<file path="src/rtl/keypad_matrix_scan_pkg.sv">
// Shared scanner definitions: FSM states, active-low column strobes and small decode helpers.
// The column patterns are the same ones the seven-segment display scanner drives.
package keypad_matrix_scan_pkg;

  typedef enum logic [1:0] {
    SCAN     = 2'd0,
    DEBOUNCE = 2'd1,
    HELD     = 2'd2
  } scan_state_t;

  localparam logic [3:0] COL0 = 4'b1110;
  localparam logic [3:0] COL1 = 4'b1101;
  localparam logic [3:0] COL2 = 4'b1011;
  localparam logic [3:0] COL3 = 4'b0111;

  function automatic logic [3:0] col_decode(input logic [1:0] idx);
    logic [3:0] pat;
    unique case (idx)
      2'd0:    pat = COL0;
      2'd1:    pat = COL1;
      2'd2:    pat = COL2;
      default: pat = COL3;
    endcase
    return pat;
  endfunction

  // Row 0 has the highest priority when several rows read low.
  function automatic logic [1:0] lowest_low_row(input logic [3:0] rows);
    logic [1:0] idx;
    idx = 2'd0;
    for (int i = 3; i >= 0; i--) begin
      if (!rows[i]) idx = 2'(i);
    end
    return idx;
  endfunction

endpackage

</file>
<file path="src/rtl/keypad_matrix_scan_sync_2ff.sv">
// Two-flop synchronizer for the asynchronous matrix rows; resets to all-ones (no key).
// Latency two base_scan_clock edges; no flow control.
module sync_2ff #(
  parameter int         WIDTH   = 4,
  parameter logic [3:0] RST_VAL = 4'b1111
) (
  input  logic             base_scan_clock,
  input  logic             RESET,
  input  logic [WIDTH-1:0] d,
  output logic [WIDTH-1:0] q
);

  logic [WIDTH-1:0] meta;

  always_ff @(posedge base_scan_clock or posedge RESET) begin
    if (RESET) begin
      meta <= WIDTH'(RST_VAL);
      q    <= WIDTH'(RST_VAL);
    end else begin
      meta <= d;
      q    <= meta;
    end
  end

endmodule

</file>
<file path="src/rtl/keypad_matrix_scan.sv">
// 4x4 active-low keypad scanner: column strobe, row sync, debounce, one key code per press.
// key_valid follows the detecting sample edge by DEBOUNCE_CYCLES+1 edges; no backpressure.
module keypad_matrix_scan
  import keypad_matrix_scan_pkg::*;
#(
  parameter int SETTLE_CYCLES   = 4,
  parameter int DEBOUNCE_CYCLES = 16
) (
  input  logic       base_scan_clock,
  input  logic       RESET,
  input  logic [3:0] row_in,
  output logic [3:0] col_out,
  output logic [3:0] key_code,
  output logic       key_valid,
  output logic       key_down
);

  localparam int DW = (SETTLE_CYCLES > 1) ? $clog2(SETTLE_CYCLES) : 1;
  localparam int BW = (DEBOUNCE_CYCLES > 1) ? $clog2(DEBOUNCE_CYCLES) : 1;
  localparam logic [DW-1:0] DWELL_LAST = DW'(SETTLE_CYCLES - 1);
  localparam logic [BW-1:0] DB_LAST    = BW'(DEBOUNCE_CYCLES - 1);

  scan_state_t   state, state_nxt;
  logic [3:0]    rs;
  logic [1:0]    col_idx;
  logic [1:0]    row_idx;
  logic [DW-1:0] dwell;
  logic [BW-1:0] db;

  logic dwell_done, db_done, row_low, any_low;
  logic col_adv, dwell_inc, dwell_clr, latch_row, db_inc, db_clr, accept, release_key;

  sync_2ff #(.WIDTH(4), .RST_VAL(4'b1111)) u_row_sync (
    .base_scan_clock (base_scan_clock),
    .RESET           (RESET),
    .d               (row_in),
    .q               (rs)
  );

  assign dwell_done = (dwell == DWELL_LAST);
  assign db_done    = (db == DB_LAST);
  assign row_low    = ~rs[row_idx];
  assign any_low    = (rs != 4'b1111);
  assign col_out    = col_decode(col_idx);

  always_ff @(posedge base_scan_clock or posedge RESET) begin
    if (RESET) state <= SCAN;
    else       state <= state_nxt;
  end

  always_comb begin
    state_nxt = state;
    unique case (state)
      SCAN:     if (dwell_done && any_low) state_nxt = DEBOUNCE;
      DEBOUNCE: if (!row_low) state_nxt = SCAN;
                else if (db_done) state_nxt = HELD;
      HELD:     if (!row_low && db_done) state_nxt = SCAN;
      default:  state_nxt = SCAN;
    endcase
  end

  // Control strobes; the column index only moves when leaving a column for good.
  always_comb begin
    col_adv     = 1'b0;
    dwell_inc   = 1'b0;
    dwell_clr   = 1'b0;
    latch_row   = 1'b0;
    db_inc      = 1'b0;
    db_clr      = 1'b0;
    accept      = 1'b0;
    release_key = 1'b0;
    unique case (state)
      SCAN: begin
        if (!dwell_done) begin
          dwell_inc = 1'b1;
        end else if (!any_low) begin
          col_adv   = 1'b1;
          dwell_clr = 1'b1;
        end else begin
          latch_row = 1'b1;
          db_clr    = 1'b1;
        end
      end
      DEBOUNCE: begin
        if (!row_low) begin
          col_adv   = 1'b1;
          dwell_clr = 1'b1;
        end else if (db_done) begin
          accept = 1'b1;
          db_clr = 1'b1;
        end else begin
          db_inc = 1'b1;
        end
      end
      HELD: begin
        if (row_low) begin
          db_clr = 1'b1;
        end else if (db_done) begin
          release_key = 1'b1;
          col_adv     = 1'b1;
          dwell_clr   = 1'b1;
        end else begin
          db_inc = 1'b1;
        end
      end
      default: dwell_clr = 1'b1;
    endcase
  end

  always_ff @(posedge base_scan_clock or posedge RESET) begin
    if (RESET) begin
      col_idx   <= 2'd0;
      row_idx   <= 2'd0;
      dwell     <= '0;
      db        <= '0;
      key_code  <= 4'd0;
      key_valid <= 1'b0;
      key_down  <= 1'b0;
    end else begin
      key_valid <= accept;
      if (col_adv)   col_idx <= col_idx + 2'd1;
      if (latch_row) row_idx <= lowest_low_row(rs);
      if (dwell_clr)      dwell <= '0;
      else if (dwell_inc) dwell <= dwell + DW'(1);
      if (db_clr)      db <= '0;
      else if (db_inc) db <= db + BW'(1);
      if (accept) begin
        key_code <= {row_idx, col_idx};
        key_down <= 1'b1;
      end
      if (release_key) key_down <= 1'b0;
    end
  end

endmodule
</file>
<file path="config.mk">
export PLATFORM = sky130hd
export DESIGN_NAME = keypad_matrix_scan
export DESIGN_NICKNAME = d
export VERILOG_FILES = /design/src/rtl/keypad_matrix_scan_pkg.sv /design/src/rtl/keypad_matrix_scan_sync_2ff.sv /design/src/rtl/keypad_matrix_scan.sv
export SDC_FILE = /design/constraint.sdc
export NUM_CORES = 1
export LEC_CHECK = 0
export ABC_CLOCK_PERIOD_IN_PS = 2300
export BUFFER_PORTS_ARGS = -buffer_cell sky130_fd_sc_hd__clkbuf_2
export CORE_MARGIN = 2
export CORE_UTILIZATION = 50
export CTS_CLUSTER_SIZE = 40
export DETAILED_ROUTE_END_ITERATION = 8
export PLACE_DENSITY = 0.7
export SLEW_MARGIN = 20
export SYNTH_ARGS = -nofsm -noshare
export SYNTH_HDL_FRONTEND = slang
export SYNTH_SLANG_ARGS = --single-unit
</file>
<file path="constraint.sdc">
create_clock -name base_scan_clock -period 2.3 [get_ports base_scan_clock]
set_input_delay 0.46 -clock base_scan_clock [delete_from_list [all_inputs] [get_ports base_scan_clock]]
set_output_delay 0.46 -clock base_scan_clock [all_outputs]
set_load 0.1 [all_outputs]
</file>
==> reports/results.txt, run 1 <==
status: finished, final reports clean
DRC viols: 0
worst-margin pin slew: 0.543 ns
final setup violation count: 0
largest area contributor in the netlist: dfrtp_1
Crit Reg-Reg Startpoint: row_idx[0]
worst path cell trace: inv_1 -> ha_1 -> inv_1 -> clkbuf_2
FILL cells: 208
Async SR Flop Fraction: 1.00
Buf+Inv Stages, Crit Path: 3
fraction of layout cells with a size suffix above 1: 0.315
CP startpoint kind: register
Max Slew Vio Count: 0
commonest non-fill, non-tap cells in the layout: 18 x dfrtp_1, 15 x clkbuf_2, 10 x inv_1, 10 x ha_1
Worst Path Max Fanout: 4
DP Area: 1370 um2
Synth Instances: 111
M2 GR Usage: 0.303
core region area: 2430 um2
leakage power total: 0.683 nW
most frequent CP cell: inv_1
Net count, final: 147
post-synth top area share: 0.358
Pwr Density: 1250 nW/um2
global-route wire length before repair: 3370 um
hold buffer count at cts: 0
Tot GR Track Use: 0.165
row count: 18
initial antenna violation count: 0
Largest delay share family, worst path: buffers and inverters
Buffers on Ports: 15
1st-pass router iterations: 3
Worst slew margin: 0.640
EDFF count, synth: 0
CTS tree: built
share of the yosys chip area belonging to registers: 0.525
Synth Net Count: 127
vias per cell: 5.46
CP required: 1.84 ns
number of synthesis warnings: 0
Detail Placement HPWL: 1540 um
Num Clock Sinks: 26
Total Power: 1.78 mW
vias in the first global route: 818
ANT nets after route: 0
Area Overhead vs Synth: 13.3%
RSZ-0062 raised after global routing: false
#FFs+latches synth: 26
ranking of synthesized cells by area: dfrtp_1 36%, dfstp_2 17%, ha_1 9.9%
Cell variety after synth: 32
Clock Latency Late Sink: 0.32 ns
pre-CTS setup slack: 0.420 ns
hold crit path type: in -> async
Clock Path Buffers: 2
CTS HTree Levels: 1
number of setup buffers added after CTS: 0
Crit-path slowest cell: clkbuf_2
gpl congestion: 0.774
CTS buffer count: 3
Mapped Area: 1260 um2
Clock Skew: 0.00696 ns
root buffer cell: clkbuf_4
Fin. Hold Viols: 0
n_diodes: 0
TNS Setup: 0 ns
min Tclk post-route: 1.99 ns
CP Class: reg -> out
M3 GR Usage: 0.0417
Die ar.: 2930 um2
post-CTS resize count: 0
Top FF cell, synth: dfrtp_1
VDD IR max: 0.993 mV
initial core utilization: 0.517
GRT met1 Usage: 0.174
I/O pin count: 16
max incr delay on CP: 0.44 ns
final critical-path share of the clock period: 0.866
Die W: 54.2 um
Wirelength per Cell: 12.3 um
grt total ovfl: 0
largest net degree at the start of global routing: 27
Detailed Route Iter0 Violations: 6
non-filler cells, final: 160
Max-Cap Viols: 0
Worst setup EP type: output pin
CP startpoint: col_idx[0]
final core utilization: 0.586
syn_area_per_cell: 11.3 um2
Via Count: 874
worst hold slack: 0.142 ns
final worst slack: 0.308 ns
Critical Path AT: 1.53 ns
Finished Cell Area: 1430 um2
most common cell after layout, fill and taps aside: dfrtp_1
clock-pin slew on the worst setup and hold paths: 0.13 ns
placed insts: 156
Total Wirelength: 1960 um
FMAX: 502 MHz
GR peak layer: met2
Die Y: 54.2 um
[cell type report]
cell class	count	area (um2)	share of cell area
Tap cell	30	37.5	0.0263
Clock buffer	3	22.5	0.0158
Clock inverter	1	30.0	0.0211
Inverter	10	37.5	0.0263
Multi-Input combinational cell	74	556	0.389
Sequential cell	26	661	0.463
Timing Repair Buffer	16	82.6	0.0579
[layer usage]
layer	vias to the layer above	wire length, um
met5	-	0
met4	0	35
met3	4	71
met2	16	1000
met1	427	848
li1	427	-
[where the power goes]
part / leakage [nW] / switching, mW / internal (mW)
clock: 0.0279 / 0.128 / 0.176
sequential: 0.320 / 0.0810 / 0.554
combinational: 0.335 / 0.586 / 0.256
[synthesized netlist by cell type (all sizes together), types with 2 or more instances]
library cell  number
nor2               6
dfrtp             18
or2                2
nand2b             2
nand2              9
a21boi             2
nand4              2
mux2               7
mux2i              2
nor3               2
nand3              3
inv               10
o21ai              5
dfstp              8
ha                10
a21oi              9
[worst min-delay path: cells and delay by family]
kind                   cells  cell delay (ns)
buffers and inverters      3             0.41
[registers in the layout, indices dropped and copies added (netlist names)]
register and count:
db 4, key_code 4, u_row_sync.meta 4, u_row_sync.q 4, col_idx 2, dwell 2
row_idx 2, state 2, key_down 1, key_valid 1
[cells by family (layout without fill, tap and decap cells)]
family	count (synthesis)	after routing	share of synthesized area
and+or+nand+nor	31	31	0.122
xor gates and xnor gates	1	1	0.00696
AOI/OAI and AO/OA	22	22	0.113
buffers and inverters	11	30	0.0338
DFF	26	26	0.525
adders and majority gates	10	10	0.0994
muxes	10	10	0.0994
[worst paths after layout]
path                          slack (ns)                  to  cells past startpoint
max reg2reg                         0.42         key_code[1]                      3
min in group base_scan_clock        0.21  u_row_sync.meta[1]                      1
max                                 0.31          col_out[2]                      4
min reg2reg                         0.37     u_row_sync.q[0]                      0
min                                 0.14            state[1]                      3
max in group asynchronous           1.87  u_row_sync.meta[1]                      3
Note: power is estimated with default switching activity, not from simulation.
==> inputs of run 2 (changes only) <==
Settings changed: SETUP_SLACK_MARGIN set to 0.5.
==> reports/results.txt, run 2 (same netlist as run 1, synthesis figures left out) <==
grt total ovfl: 0
Num Clock Sinks: 26
root buffer cell: clkbuf_4
vias per cell: 5.49
Detailed Route Iter0 Violations: 16
worst-margin pin slew: 0.540 ns
n_diodes: 0
gpl congestion: 0.774
vias in the first global route: 864
initial core utilization: 0.517
Max-Cap Viols: 0
Fin. Hold Viols: 0
Critical Path AT: 2.14 ns
Clock Path Buffers: 2
DP Area: 1370 um2
FMAX: 534 MHz
status: finished, final reports clean
Worst slew margin: 0.642
Worst setup EP type: register
largest net degree at the start of global routing: 27
final setup violation count: 0
TNS Setup: 0 ns
CP startpoint kind: register
Die W: 54.2 um
Wirelength per Cell: 13.3 um
CTS buffer count: 3
Via Count: 927
Clock Latency Late Sink: 0.32 ns
I/O pin count: 16
DRC viols: 0
most common cell after layout, fill and taps aside: dfrtp_1
Clock Skew: 0.00588 ns
Crit-path slowest cell: mux4_2
RSZ-0062 raised after global routing: true
R2R Setup Slk: 0.43 ns
Largest delay share family, worst path: multiplexers
min Tclk post-route: 1.87 ns
Net count, final: 156
Tot GR Track Use: 0.180
max incr delay on CP: 0.63 ns
Buffers on Ports: 15
final critical-path share of the clock period: 0.814
Max Slew Vio Count: 0
leakage power total: 0.744 nW
CTS HTree Levels: 1
Pwr Density: 1270 nW/um2
Worst Path Max Fanout: 8
clock-pin slew on the worst setup and hold paths: 0.14 ns
fraction of layout cells with a size suffix above 1: 0.446
Finished Cell Area: 1590 um2
VDD IR max: 1.18 mV
global-route wire length before repair: 3650 um
Total Wirelength: 2240 um
Die Y: 54.2 um
row count: 18
commonest non-fill, non-tap cells in the layout: 18 x dfrtp_1, 11 x clkbuf_2, 11 x buf_4
ANT nets after route: 0
Area Overhead vs Synth: 25.9%
1st-pass router iterations: 4
initial antenna violation count: 0
hold buffer count at cts: 0
core region area: 2430 um2
hold crit path type: in -> async
CP required: 2.56 ns
Detail Placement HPWL: 1540 um
Die ar.: 2930 um2
worst path cell trace: mux4_2 -> mux2i_4 -> or4_4 -> a21oi_2
CTS tree: built
Buf+Inv Stages, Crit Path: 0
CP Class: reg -> reg
## run 2: cell types whose count changed in the layout (fill, tap and decap cells not counted), moves of 2 or more
cell      previous run  this run
buf_4                1        11
clkbuf_2            15        11
inv_1               10         6
inv_2                0         4
a21oi_1              9         6
a21oi_2              0         2
nor2_1               6         4
nor2_2               0         2
## run 2: report_power, final
group / switching (mW) / internal [mW] / total, mW / leakage, nW
clock network: 0.131 / 0.176 / 0.308 / 0.0279
logic: 0.653 / 0.417 / 1.07 / 0.396
registers: 0.0829 / 0.554 / 0.637 / 0.320
## run 2: final timing paths
check	endpoint	start	depth (start not counted)
worst max-delay path	db[3]	row_idx[0]	4
worst min-delay path	key_down	RESET	3
worst max register to register	db[3]	row_idx[0]	4
worst min register to register	u_row_sync.q[0]	u_row_sync.meta[0]	0
max in group asynchronous	u_row_sync.meta[1]	RESET	3
min in group base_scan_clock	u_row_sync.meta[1]	row_in[1]	1
## run 2: final cells by class
cell class,instances,area (um2)
fill,190,847
sequential,26,661
multi-input combinational,74,601
timing repair buffer,25,196
inverter,10,37.5
tap,30,37.5
clock inverter,1,30.0
clock buffer,3,22.5
## run 2: per-stage QoR
step | hold WS (ns) | setup slack, ns | power [mW] | util | instances
after floorplan | 0.345 | 0.555 | 1.35 | - | 111
after global placement | 0.346 | 0.446 | 1.46 | 0.565 | 156
after detailed placement | 0.347 | 0.420 | 1.50 | 0.565 | 156
after CTS | 0.142 | 0.414 | 1.92 | 0.627 | 167
after global routing | 0.158 | 0.346 | 2.14 | 0.652 | 169
final | 0.141 | 0.427 | 2.01 | 0.652 | 169
## run 2: worst register-to-register path, cell delays in order, from the launching register on
cell	delay (ns)
dfrtp_1	0.39
mux4_2	0.63
mux2i_4	0.25
or4_4	0.43
a21oi_2	0.13
## run 2: routing by layer
metal / vias to the layer above / GRT usage / wire length [um]
met5: - / 0 / 0
li1: 446 / - / -
met2: 23 / 0.327 / 1200
met3: 5 / 0.0444 / 73
met4: 0 / 0.100 / 42
met1: 453 / 0.186 / 931
## run 2: timing repair
action                     CTS  global route
setup endpoints to repair   13            14
pin swaps                    1             4
gates resized for setup     10            16
buffers inserted             7             2
==> inputs of run 3 (changes only) <==
Settings changed: ABC_AREA set to 1, ABC_CLOCK_PERIOD_IN_PS 2300 to 1580, PLACE_DENSITY 0.7 to 0.73.
Clock period 2.3 ns to 1.58 ns, I/O delays scaled along.
==> reports/results.txt, run 3 <==
Combinational Power Share: 0.644
core region area: 2480 um2
P_int: 2.14 mW
Die W: 55.1 um
Buf+Inv Stages, Crit Path: 3
syn_area_per_cell: 8.95 um2
1st-pass router iterations: 5
CP startpoint: col_idx[1]
largest area contributor in the netlist: dfrtp_1
max incr delay on CP: 0.47 ns
Async SR Flop Fraction: 1.00
post-synthesis adder-cell area fraction: 0.0958
grt total ovfl: 0
Post-Synth Simple-Gate Area: 0.257
ANT nets after route: 0
status: finished, violations left
CTS tree: built
Sw Share: 0.488
Tot GR Track Use: 0.271
most frequent cell after synthesis: nand2_1
clock-pin slew on the worst setup and hold paths: 0.15 ns
Worst Path Max Fanout: 4
largest net degree at the start of global routing: 27
r2r endpoint: col_idx[1]
CTS buffer count: 3
mux contribution to synthesized area: 0
commonest non-fill, non-tap cells in the layout: 24 x buf_4, 23 x nand2_2, 13 x nand2_1
global-route wire length before repair: 5580 um
Crit Reg-Reg Startpoint: db[1]
row count: 18
final critical-path share of the clock period: 1.07
Cell variety after synth: 18
Worst setup EP type: output pin
Crit-path slowest cell: dfrtp_2
vias in the first global route: 1,172
Clock Skew: 0.00763 ns
Mapped Area: 1310 um2
Fin. Hold Viols: 18
Num Clock Sinks: 26
Via Count: 1,307
RSZ-0062 raised after global routing: true
Net count, final: 209
Detail Placement HPWL: 1720 um
number of synthesis warnings: 0
synth cell count leaders: 39 x nand2_1, 23 x inv_1, 18 x dfrtp_1
share of the yosys chip area belonging to registers: 0.506
min Tclk post-route: 1.70 ns
worst path cell trace: inv_2 -> ha_4 -> clkinvlp_4 -> buf_12
worst r2r path cells: 8
EDFF count, synth: 0
R2R Setup Slk: -0.04 ns
Die Y: 55.1 um
fraction of layout cells with a size suffix above 1: 0.729
most common cell after layout, fill and taps aside: buf_4
leakage power total: 1.01 nW
worst hold slack: -0.0222 ns
worst-margin pin slew: 0.309 ns
initial antenna violation count: 0
P_sw: 2.04 mW
Wirelength per Cell: 20.1 um
initial core utilization: 0.527
critical path depth: 4
Clock Path Buffers: 2
main combinational cell family by area after synthesis: simple AND/OR/NAND/NOR gates
Max-Cap Viols: 0
root buffer cell: clkbuf_4
Flop pwr share: 0.242
Post-Synth XOR/XNOR Area: 0.00670
VDD IR max: 2.15 mV
Die ar.: 3040 um2
Critical Path AT: 1.38 ns
clock power share: 0.114
vias per cell: 5.89
Clock Latency Late Sink: 0.34 ns
Worst slew margin: 0.793
CP startpoint kind: register
DRC viols: 0
CP required: 1.26 ns
TNS Setup: -0.377 ns
crit path capture: col_out[1]
Top FF cell, synth: dfrtp_1
#FFs+latches synth: 26
gpl congestion: 0.772
I/O pin count: 16
FMAX: 589 MHz
n_diodes: 0
post-synth top area share: 0.345
failing checks: negative hold slack, negative setup slack
Detailed Route Iter0 Violations: 50
Max Slew Vio Count: 0
hold buffer count at cts: 0
Buffers on Ports: 15
Area Overhead vs Synth: 69.0%
Synth Net Count: 162
CP Class: reg -> out
final worst slack: -0.118 ns
Largest delay share family, worst path: flip-flops
Total Wirelength: 4470 um
hold crit path type: in -> async
Synth Instances: 146
Compound-Gate Fraction of Synth Area: 0.0575
Pwr Density: 1890 nW/um2
ranking of synthesized cells by area: dfrtp_1 34%, dfstp_2 16%, nand2_1 11%
CTS HTree Levels: 1
Total Power: 4.18 mW
final setup violation count: 5
run 3: cell types whose count changed after synthesis, moves of 3 or more:
cell,previous run,this run
nand2_4,0,3
inv_1,10,23
nand2_1,9,39
a21oi_1,9,4
o21ai_1,0,4
nand3_1,3,13
mux2_2,7,0
run 3: worst register-to-register path, cell delays in order (launching register included):
cell and delay [ns]:
dfrtp_1 0.43, ha_2 0.24, nand2_4 0.06, nor2_4 0.15
nand4_1 0.19, nand3_2 0.18, nand2_2 0.09, nand2_1 0.10
nand2_1 0.08
run 3: how the worst min path moves through the flow:
stage / start / end / slack [ns] / cells after the start
after floorplan: row_in[0] / u_row_sync.meta[0] / 0.32 / 0
after global placement: u_row_sync.meta[2] / u_row_sync.q[2] / 0.35 / 0
after detailed placement: u_row_sync.meta[0] / u_row_sync.q[0] / 0.35 / 0
after CTS: RESET / key_valid / 0.002 / 3
after global routing: RESET / key_valid / -0.005 / 3
final: RESET / db[3] / -0.02 / 3
run 3: through the flow:
step                      area, um2  worst slack [ns]  utilization  instances  hold WS, ns
final                          2210            -0.118        0.891        222      -0.0222
after global routing           2210            -0.249        0.891        222     -0.00517
after CTS                      1980           -0.0555        0.797        211      0.00201
after detailed placement       1560             0.146        0.630        192        0.348
after global placement         1560             0.221        0.630        192        0.346
after floorplan                1380             0.194            -        146        0.320
run 3: final cells by class:
class                      instances  area (um2)
multi-input combinational         95         852
tap                               30        37.5
clock buffer                       3        22.5
inverter                          24         113
fill                              89         270
sequential                        26         672
timing repair buffer              43         480
clock inverter                     1        30.0
run 3: layer usage:
metal | wire length (um) | global-route usage
met1 | 1710 | 0.304
met2 | 2290 | 0.516
met3 | 252 | 0.0242
met4 | 220 | 0.118
met5 | 0 | 0
run 3: timing repair:
item / 4_1_cts / 5_1_grt
resized for setup: 52 / 40
cloned: 1 / 0
setup buffers: 14 / 11
endpoints found under the setup margin: 28 / 28
pin swaps: 18 / 26
run 3: power groups by stage:
stage / Combinational [mW] / Clock [mW] / Sequential (mW)
5_1_grt: 2.84 / 0.500 / 1.02
3_5_place_dp: 1.66 / 0 / 0.963
4_1_cts: 2.12 / 0.472 / 0.965
2_1_floorplan: 1.26 / 0 / 0.934
3_3_place_gp: 1.61 / 0 / 0.952
6_report: 2.69 / 0.475 / 1.01
run 3: logic make-up (layout without fill, tap and decap cells):
kind of cell,Yosys count,after routing
and+or+nand+nor,69,69
DFF,26,26
buffers and inverters,25,71
AOI/OAI and AO/OA,15,15
adders and majority gates,10,10
xor gates and xnor gates,1,1
